File: src/rtl/fp16_acc_stage.sv
// fp16_acc_stage: sums len_59 half-precision products into a 16-bit accumulator.
// Single-cycle adder that truncates, flushes subnormals and saturates to infinity.
module fp16_acc_stage #(
    parameter int LEN_W = 8
) (
    input  logic             clk_59,
    input  logic             reset_59,
    input  logic             start_59,
    input  logic [LEN_W-1:0] len_59,
    input  logic [15:0]      prod_59,
    input  logic             prod_valid_59,
    output logic             prod_ready_59,
    output logic [15:0]      sum_59,
    output logic             done_59,
    output logic             busy_59
);
    localparam logic [1:0] ST_IDLE = 2'd0;
    localparam logic [1:0] ST_ACC  = 2'd1;
    localparam logic [1:0] ST_DONE = 2'd2;

    logic [1:0]        state_q, state_d;
    logic [15:0]       acc_q, acc_d;
    logic [LEN_W-1:0]  cnt_q, cnt_d;
    logic              done_q, done_d;

    logic              a_inf, b_inf, a_zero, b_zero, a_big, s_res;
    logic [14:0]       key_a, key_b;
    logic [4:0]        e_big, e_small, e_diff;
    logic [13:0]       m_a, m_b, m_big, m_small;
    logic [14:0]       mag;
    logic [3:0]        top, lz;
    logic signed [6:0] e_res;
    logic [9:0]        f_res;
    logic [15:0]       add_res;

    always_comb begin
        a_inf  = acc_q[14:10] == 5'h1F;
        b_inf  = prod_59[14:10] == 5'h1F;
        a_zero = acc_q[14:10] == 5'h00;
        b_zero = prod_59[14:10] == 5'h00;
        // Subnormals carry no weight: zero both the compare key and the mantissa.
        key_a  = a_zero ? 15'd0 : acc_q[14:0];
        key_b  = b_zero ? 15'd0 : prod_59[14:0];
        m_a    = a_zero ? 14'd0 : {1'b1, acc_q[9:0], 3'b000};
        m_b    = b_zero ? 14'd0 : {1'b1, prod_59[9:0], 3'b000};
        a_big  = key_a >= key_b;

        e_big   = a_big ? acc_q[14:10] : prod_59[14:10];
        e_small = a_big ? prod_59[14:10] : acc_q[14:10];
        m_big   = a_big ? m_a : m_b;
        m_small = a_big ? m_b : m_a;
        s_res   = a_big ? acc_q[15] : prod_59[15];
        e_diff  = e_big - e_small;

        if (acc_q[15] == prod_59[15]) begin
            mag = {1'b0, m_big} + {1'b0, m_small >> e_diff};
        end else begin
            mag = {1'b0, m_big} - {1'b0, m_small >> e_diff};
        end

        top = 4'd0;
        for (int i = 0; i < 14; i++) begin
            if (mag[i]) top = 4'(i);
        end
        lz = 4'd13 - top;

        if (mag[14]) begin
            e_res = $signed({2'b00, e_big}) + 7'sd1;
            f_res = mag[13:4];
        end else begin
            e_res = $signed({2'b00, e_big}) - $signed({3'b000, lz});
            f_res = 10'((mag[12:0] << lz) >> 3);
        end

        // Equal magnitudes of opposite sign cancel to mag == 0 and land on +0.
        if (a_inf || b_inf) begin
            if (a_inf && b_inf && (acc_q[15] != prod_59[15])) add_res = 16'h7C00;
            else add_res = {(a_inf ? acc_q[15] : prod_59[15]), 15'h7C00};
        end else if (mag == 15'd0) begin
            add_res = 16'h0000;
        end else if (e_res >= 7'sd31) begin
            add_res = {s_res, 15'h7C00};
        end else if (e_res <= 7'sd0) begin
            add_res = 16'h0000;
        end else begin
            add_res = {s_res, e_res[4:0], f_res};
        end
    end

    always_comb begin
        state_d = state_q;
        acc_d   = acc_q;
        cnt_d   = cnt_q;
        done_d  = 1'b0;
        case (state_q)
            ST_IDLE, ST_DONE: begin
                if (start_59) begin
                    acc_d = 16'h0000;
                    if (len_59 == '0) begin
                        state_d = ST_DONE;
                        done_d  = 1'b1;
                    end else begin
                        state_d = ST_ACC;
                        cnt_d   = len_59;
                    end
                end
            end
            ST_ACC: begin
                if (prod_valid_59) begin
                    acc_d = add_res;
                    cnt_d = cnt_q - LEN_W'(1);
                    if (cnt_q == LEN_W'(1)) begin
                        state_d = ST_DONE;
                        done_d  = 1'b1;
                    end
                end
            end
            default: state_d = ST_IDLE;
        endcase
    end

    always_ff @(posedge clk_59) begin
        if (reset_59) begin
            state_q <= ST_IDLE;
            acc_q   <= 16'h0000;
            cnt_q   <= '0;
            done_q  <= 1'b0;
        end else begin
            state_q <= state_d;
            acc_q   <= acc_d;
            cnt_q   <= cnt_d;
            done_q  <= done_d;
        end
    end

    assign prod_ready_59 = state_q == ST_ACC;
    assign busy_59       = state_q == ST_ACC;
    assign sum_59        = acc_q;
    assign done_59       = done_q;
endmodule

File: config.mk
export PLATFORM = sky130hd
export DESIGN_NAME = fp16_acc_stage
export DESIGN_NICKNAME = d
export VERILOG_FILES = /design/src/rtl/fp16_acc_stage.sv
export SDC_FILE = /design/constraint.sdc
export NUM_CORES = 1
export LEC_CHECK = 0
export CELL_PAD_IN_SITES_DETAIL_PLACEMENT = 0
export CELL_PAD_IN_SITES_GLOBAL_PLACEMENT = 1
export CORE_UTILIZATION = 48
export CTS_CLUSTER_DIAMETER = 40
export DETAILED_ROUTE_END_ITERATION = 16
export DONT_BUFFER_PORTS = 1
export PLACE_DENSITY = 0.83
export SLEW_MARGIN = 25
export SYNTH_ARGS = -nofsm -noshare
export SYNTH_HDL_FRONTEND = slang
export SYNTH_SLANG_ARGS = --single-unit
File: constraint.sdc
create_clock -name clk_59 -period 19.35 [get_ports clk_59]
set_input_delay 4.8375 -clock clk_59 [delete_from_list [all_inputs] [get_ports clk_59]]
set_output_delay 4.8375 -clock clk_59 [all_outputs]
set_load 0.02 [all_outputs]
==> impl_metrics.ini, run 1 <==
[synthesis]
syn_area_um2 = 6030
yosysWarnings = 0
async_flop_share_pct = 0
synth_nets = 974
ys_seq_area_share_pct = 8.96
synthDominantCellAreaShare_pct = 8.96
synthTopCellsByArea = dfxtp_1 (9.0%), nand2_1 (8.4%), ha_1 (7.5%), a21oi_1 (6.1%), mux2i_1 (5.6%)
synthFlopType = dfxtp_1
synth_commonest_cells = nand2_1 (135), nor2_1 (84), a21oi_1 (74)
netlist_instances = 908
synth.most_common_cell = nand2_1
synth_edf_count = 0
synth.largest_area_cell = dfxtp_1
ys_ff_latch = 27
avgSynthCellArea_um2 = 6.64
synthDistinctLibCells = 94

[die]
start_util_pct = 49.8
dieArea_um2 = 13000
die_x_um = 114
ioPinCount = 47
rows = 40
dieHeight_um = 114
design.core.area_um2 = 12100

[setup_path]
r2r_setup_slack_ns = 7.02
crit_path_start = prod_59[10]
cp.depth = 46
regToRegStartpoint = sum_59[10]
reg2regPathDepth = 45
critPathMaxFanout = 20
cp-start-kind = input port
path_buf_inv = 4
cp_top_family = compound AO/OA/AOI/OAI gates
endpoint_kind = flop
worst_path_largest_cell_delay_ns = 0.76
worstSetupPathType = in -> reg
cp_data_arrival_time_ns = 16.44
cp.required_ns = 19.50
crit_slowest_cell = xor2_1
cp-endpoint = sum_59[9]
reg2reg_to = sum_59[9]

[sta]
hold_violations = 0
fin_skew_ns = 0.00149
min_period_ns = 16.29
timing.hold.ws_ns = 0.494
rsz0062_at_grt = false
drv_slew = 0
finalCritPeriodShare_pct = 84.2
worstMarginPinSlew_ns = 1.06
max-slew-margin-rel_pct = 27.5
finalWorstSetupSlack_ns = 3.06
setup_viol = 0
tns_ns = 0
max_clock_freq_ghz = 0.0614

[global_route]
antenna_found_initial = 0
use_met2_pct = 51.4
grt_busiest_layer = met2
grt_pass1_vias = 6125
grt.total_usage_pct = 30.6
grt_use_met1_pct = 40.8
grt_pass1_wl_um = 31900
grt-ovfl-total = 0
grt_max_degree = 52
gr-usage-met3_pct = 3.12

[place]
place_ws_ns = 2.97
port_buffers = 0
hpwl_um = 16100
place_congestion = 0.934

[drt]
vias = 6801
drt_pass1_iterations = 6
drt-wirelength-per-cell_um = 19.9
vias_per_cell = 6.64
wirelength_um = 20300
drc = 0
drt_iter0_markers = 753
ant_nets = 0

[clock_network]
cts_hold_buf = 0
htree_num_levels = 1
cts_buffers = 3
cts_root_buf = clkbuf_16
post_cts_resized = 0
postCtsSetupBuffers = 0
cts.clk_slew.worst_paths_ns = 0.06
cts_tree = built
clock_latency_ns = 0.26
cts_sinks = 27
clockBufferDepth = 2

[run]
max-cap-violations = 0

[finish]
diodes = 0
syn2layout_area_growth_pct = 0.705
drive_gt1_share_pct = 6.07
final_nets = 924

[run_status]
outcome = completed

[worst_hold_path]
hold_path_class = reg -> reg
==> kinds of logic (layout without fill, tap and decap cells) <==
group | count (synthesis) | after routing | synth area share, %
AO/OA/AOI/OAI | 298 | 298 | 33.3
XOR/XNOR | 27 | 27 | 4.67
adder cells (fa/ha/maj) | 40 | 40 | 8.46
buffers and inverters | 95 | 44 | 7.14
flip-flops | 27 | 27 | 8.96
multiplexers | 44 | 44 | 7.63
AND/OR/NAND/NOR | 377 | 377 | 29.8
==> per-layer routing <==
metal	wire, µm	vias to the layer above
met1	8730	3205
met2	9290	304
met5	0	-
li1	-	3246
met3	1580	46
met4	754	0
==> sequential cells by signal, indices dropped and copies added (netlist names) <==
name and count:
done_59 1, cnt_q 8, state_q 2, sum_59 16
==> worst min-delay path by stage <==
stage	startpoint	endpoint	slack (ns)	depth (start not counted)
floorplan	cnt_q[7]	cnt_q[7]	0.46	2
global placement	cnt_q[7]	cnt_q[7]	0.48	2
detailed placement	cnt_q[7]	cnt_q[7]	0.49	2
CTS	cnt_q[7]	cnt_q[7]	0.50	2
global route	cnt_q[7]	cnt_q[7]	0.52	2
finish	cnt_q[7]	cnt_q[7]	0.49	2
==> cell usage in the layout, fill, tap and decap left out, drive strengths merged, types with 9 or more instances in the layout <==
cell type    n
a21oi       77
nand2      135
or3          9
dfxtp       27
xnor2       18
inv         34
o21a         9
a22oi        9
nor3        38
a211oi      17
a31oi       16
xor2         9
mux2i       37
ha          36
o211ai      13
o21ai       69
nor4        14
and2        15
nand2b      12
nor2        86
nand3       25
==> worst min-delay path, cell delays in order (launching register included) <==
cell	delay, ns
dfxtp_1	0.32
o21ai_0	0.07
a21oi_1	0.06
==> area by class of cell <==
type / instances / area (µm²)
Clock buffer: 4 / 78.8
Fill cell: 1268 / 6040
Inverter: 35 / 131
Multi-Input combinational cell: 786 / 5070
Sequential cell: 27 / 541
Tap cell: 168 / 210
Timing Repair Buffer: 5 / 37.5
==> per-stage QoR <==
stage                     cells  area [µm²]  util (%)
after global placement     1021        5990      49.4
after global routing       1025        6070      50.1
after CTS                  1025        6070      50.1
after floorplan             908        6030         -
final                      1025        6070      50.1
after detailed placement   1021        5990      49.4
Power of run 1 is not shown: default switching activity piles up to over one toggle a cycle in this logic, so the estimate is an artifact.
==> run 2, diff against run 1 <==
--- a/config.mk
+++ b/config.mk
@@ -7,11 +7,11 @@
 export LEC_CHECK = 0
 export CELL_PAD_IN_SITES_DETAIL_PLACEMENT = 0
 export CELL_PAD_IN_SITES_GLOBAL_PLACEMENT = 1
-export CORE_UTILIZATION = 48
+export CORE_UTILIZATION = 43
 export CTS_CLUSTER_DIAMETER = 40
 export DETAILED_ROUTE_END_ITERATION = 16
 export DONT_BUFFER_PORTS = 1
-export PLACE_DENSITY = 0.83
+export PLACE_DENSITY = 0.79
 export SLEW_MARGIN = 25
 export SYNTH_ARGS = -nofsm -noshare
 export SYNTH_HDL_FRONTEND = slang
==> constraint.sdc (replaced) <==
create_clock -name clk_59 -period 14.4 [get_ports clk_59]
set_input_delay 3.6 -clock clk_59 [delete_from_list [all_inputs] [get_ports clk_59]]
set_output_delay 3.6 -clock clk_59 [all_outputs]
set_load 0.02 [all_outputs]
==> impl_metrics.ini, run 2 (same netlist as run 1, synthesis figures left out) <==
[finish]
largest_reg_flops = 16
seq_area_um2 = 541
n_fill_cell = 1461
drive_gt1_share_pct = 7.05
multi_input_area_um2 = 5080
final_nets = 932
final_cell_mix = nand2_1 (134), nor2_1 (84), a21oi_1 (74), o21ai_0 (61), nor3_1 (37)
diodes = 0
final_common_cell = nand2_1
syn2layout_area_growth_pct = 1.91

[setup_path]
cp.required_ns = 14.54
worstSetupPathType = in -> reg
worst_path_largest_cell_delay_ns = 0.60
critPathMaxFanout = 20
cp-start-kind = input port
crit_slowest_cell = or4_1
endpoint_kind = flop
crit_top_cell = ha_1
reg2regPathDepth = 45
cp_data_arrival_time_ns = 13.56
r2r_setup_slack_ns = 3.52

[worst_hold_path]
holdPathStages = 2
hold_path_class = reg -> reg

[place]
place_congestion = 1.00
port_buffers = 0
hpwl_um = 16100

[sta]
max_clock_freq_ghz = 0.0746
hold_violations = 0
fin_skew_ns = 0.00212
worstMarginPinSlew_ns = 0.987
tns_ns = 0
min_period_ns = 13.41
timing.hold.ws_ns = 0.508
finalCritPeriodShare_pct = 93.1
drv_slew = 0
setup_viol = 0
rsz0062_at_grt = false
max-slew-margin-rel_pct = 33.7

[drt]
ant_nets = 0
vias_per_cell = 6.44
vias = 6702
drt_pass1_iterations = 5
drt_iter0_markers = 610
drt-wirelength-per-cell_um = 19.6
wirelength_um = 20400
drc = 0

[run]
max-cap-violations = 0

[die]
die_x_um = 120
ioPinCount = 47
start_util_pct = 44.8
dieHeight_um = 120
design.core.area_um2 = 13500
rows = 42
dieArea_um2 = 14500

[global_route]
grt_max_degree = 45
grt.total_usage_pct = 28.2
grt_pass1_vias = 6244
antenna_found_initial = 0
grt-ovfl-total = 0
grt_pass1_wl_um = 32900

[clock_network]
clockBufferDepth = 2
cts_root_buf = clkbuf_16
clock_latency_ns = 0.26
cts_buffers = 3
htree_num_levels = 1
cts_tree = built
cts_sinks = 27
postCtsSetupBuffers = 0
cts.clk_slew.worst_paths_ns = 0.06

[run_status]
outcome = completed
[run 2: cell count changes in the layout (fill, tap and decap cells not counted), sizes merged]
cell / previous run / this run
buf: 5 / 13
[run 2: cell type report]
type	instances	share of cell area, %
inverters	35	2.14
flip-flops and latches	27	8.79
clock buffers	4	1.28
repair buffers	13	1.59
multi-input cells	786	82.6
well taps	176	3.58
[run 2: critical path: cells and delay by family]
kind | cells | cell delay (ns)
AO/OA/AOI/OAI | 16 | 2.92
XOR/XNOR | 4 | 0.67
adder cells (fa/ha/maj) | 7 | 2.36
buffers and inverters | 4 | 0.59
multiplexers | 1 | 0.14
AND/OR/NAND/NOR | 14 | 3.25
[run 2: path summary, 6_finish.rpt]
check,from,endpoint
max,prod_59[10],sum_59[9]
min,cnt_q[7],cnt_q[7]
max reg2reg,sum_59[10],sum_59[9]
min reg2reg,cnt_q[7],cnt_q[7]
[run 2: repair_timing]
action / CTS / global route
resized for setup: 0 / 2
hold buffers: 0 / 0
setup endpoints to repair: 0 / 1
[run 2: routing by layer]
| layer | global-route usage [%] | routed length [µm] | part of all wire (%) |
|---|---|---|---|
| met1 | 37.9 | 9030 | 44 |
| met5 | 0 | 0 | 0 |
| met4 | 10.3 | 667 | 3.3 |
| met2 | 45.9 | 9100 | 45 |
| met3 | 3.49 | 1570 | 7.7 |
[run 2: metrics by stage]
stage	util [%]	cell area [µm²]	std cells	worst slack, ns
2_1_floorplan	-	6030	908	0.254
3_3_place_gp	45.0	6060	1037	0.872
3_5_place_dp	45.0	6060	1037	0.806
4_1_cts	45.6	6140	1041	1.04
5_1_grt	45.7	6150	1041	0.198
6_report	45.7	6150	1041	0.990
Power of run 2 is left out for the same reason.
==> run 3, diff against run 2 <==
--- a/config.mk
+++ b/config.mk
@@ -7,11 +7,11 @@
 export LEC_CHECK = 0
 export CELL_PAD_IN_SITES_DETAIL_PLACEMENT = 0
 export CELL_PAD_IN_SITES_GLOBAL_PLACEMENT = 1
-export CORE_UTILIZATION = 43
+export CORE_UTILIZATION = 30
 export CTS_CLUSTER_DIAMETER = 40
 export DETAILED_ROUTE_END_ITERATION = 16
 export DONT_BUFFER_PORTS = 1
-export PLACE_DENSITY = 0.79
+export PLACE_DENSITY = 0.58
 export SLEW_MARGIN = 25
 export SYNTH_ARGS = -nofsm -noshare
 export SYNTH_HDL_FRONTEND = slang
==> impl_metrics.ini, run 3 (same netlist as run 1, synthesis figures left out) <==
[setup_path]
cp.required_ns = 14.55
worst_path_largest_cell_delay_ns = 0.56
reg2reg_to = sum_59[9]
path_buf_inv = 6
reg2regPathDepth = 46
worstSetupPathType = in -> reg
critPathMaxFanout = 20
crit_top_cell = ha_1
endpoint_kind = flop
cp_top_family = compound AO/OA/AOI/OAI gates
crit_slowest_cell = or4_1
cp_data_arrival_time_ns = 13.64
regToRegStartpoint = sum_59[10]
crit_path_start = prod_59[10]
cp-start-kind = input port
r2r_setup_slack_ns = 3.49

[sta]
hold_violations = 0
finalWorstSetupSlack_ns = 0.916
drv_slew = 0
tns_ns = 0
fin_skew_ns = 0.00249
max-slew-margin-rel_pct = 35.4
max_clock_freq_ghz = 0.0742
setup_viol = 0
rsz0062_at_grt = false
worstMarginPinSlew_ns = 0.966
finalCritPeriodShare_pct = 93.6
min_period_ns = 13.48

[clock_network]
cts_root_buf = clkbuf_16
cts_buffers = 3
cts.clk_slew.worst_paths_ns = 0.07
cts_sinks = 27
clock_latency_ns = 0.27
clockBufferDepth = 2
htree_num_levels = 1
cts_hold_buf = 0
cts_tree = built
postCtsSetupBuffers = 0
post_cts_resized = 0

[global_route]
grt-ovfl-total = 0
grt_pass1_vias = 6415
grt.total_usage_pct = 22.6
grt_pass1_wl_um = 36200
grt_max_degree = 61
antenna_found_initial = 1

[place]
hpwl_um = 18300
port_buffers = 0
place_congestion = 0.886
place_ws_ns = 0.349
dp.cells = 1133

[run]
max-cap-violations = 0

[finish]
largest_reg_flops = 16
diodes = 0
final_nets = 939
syn2layout_area_growth_pct = 4.83
final_common_cell = nand2_1
drive_gt1_share_pct = 8.14
n_fill_cell = 2205
final_cell_mix = nand2_1 (134), nor2_1 (84), a21oi_1 (74), o21ai_0 (61)
final_cell_count_no_fill = 1137

[drt]
wirelength_um = 23100
drt_iter0_markers = 548
drc = 0
drt_pass1_iterations = 5
vias_per_cell = 5.90
ant_nets = 0
vias = 6711
drt-wirelength-per-cell_um = 20.3

[die]
die_x_um = 144
dieArea_um2 = 20700
rows = 51
start_util_pct = 30.8
dieHeight_um = 144
design.core.area_um2 = 19600
ioPinCount = 47

[worst_hold_path]
hold_path_class = reg -> reg
min_to = cnt_q[7]
hp-start = cnt_q[7]
holdPathStages = 2

[run_status]
outcome = completed
-- run 3: cell types whose count changed in the layout (fill, tap and decap cells not counted), sizes merged --
cell | previous run | this run
buf | 13 | 20
clkbuf | 4 | 3
clkinv | 1 | 2
-- run 3: through the flow --
step / utilization (%) / cell area, µm² / hold WS [ns]
detailed placement: 31.8 / 6220 / 0.491
global route: 32.3 / 6320 / 0.516
floorplan: - / 6030 / 0.463
CTS: 32.2 / 6300 / 0.501
global placement: 31.8 / 6220 / 0.498
finish: 32.3 / 6320 / 0.503
-- run 3: layout make-up --
class / instances / area [µm²] / area share (%)
tap: 265 / 332 / 5.24
multi-input combinational: 786 / 5090 / 80.5
clock buffer: 3 / 75.1 / 1.19
inverter: 35 / 131 / 2.08
timing repair buffer: 20 / 150 / 2.37
clock inverter: 1 / 5.00 / 0.0792
sequential: 27 / 541 / 8.55
-- run 3: worst max path at each step --
stage	to	slack [ns]	cells after the start
after floorplan	sum_59[9]	0.25	57
after global routing	sum_59[8]	0.02	46
after detailed placement	sum_59[9]	0.35	50
after global placement	sum_59[9]	0.34	46
after CTS	sum_59[9]	0.59	50
final	sum_59[9]	0.92	47
-- run 3: routing by layer --
layer | GRT usage, % | routed length (µm) | vias to the layer above
met5 | 0 | 0 | -
met4 | 5.94 | 542 | 0
met3 | 1.90 | 1040 | 31
met2 | 38.4 | 10900 | 185
met1 | 30.4 | 10600 | 3205
li1 | - | - | 3290
-- run 3: tightest hold or removal path, delay by kind of cell (launching register included) --
| family | cells | cell delay, ns |
|---|---|---|
| AOI/OAI and AO/OA | 2 | 0.14 |
| DFF | 1 | 0.33 |
Power of run 3 is left out for the same reason.
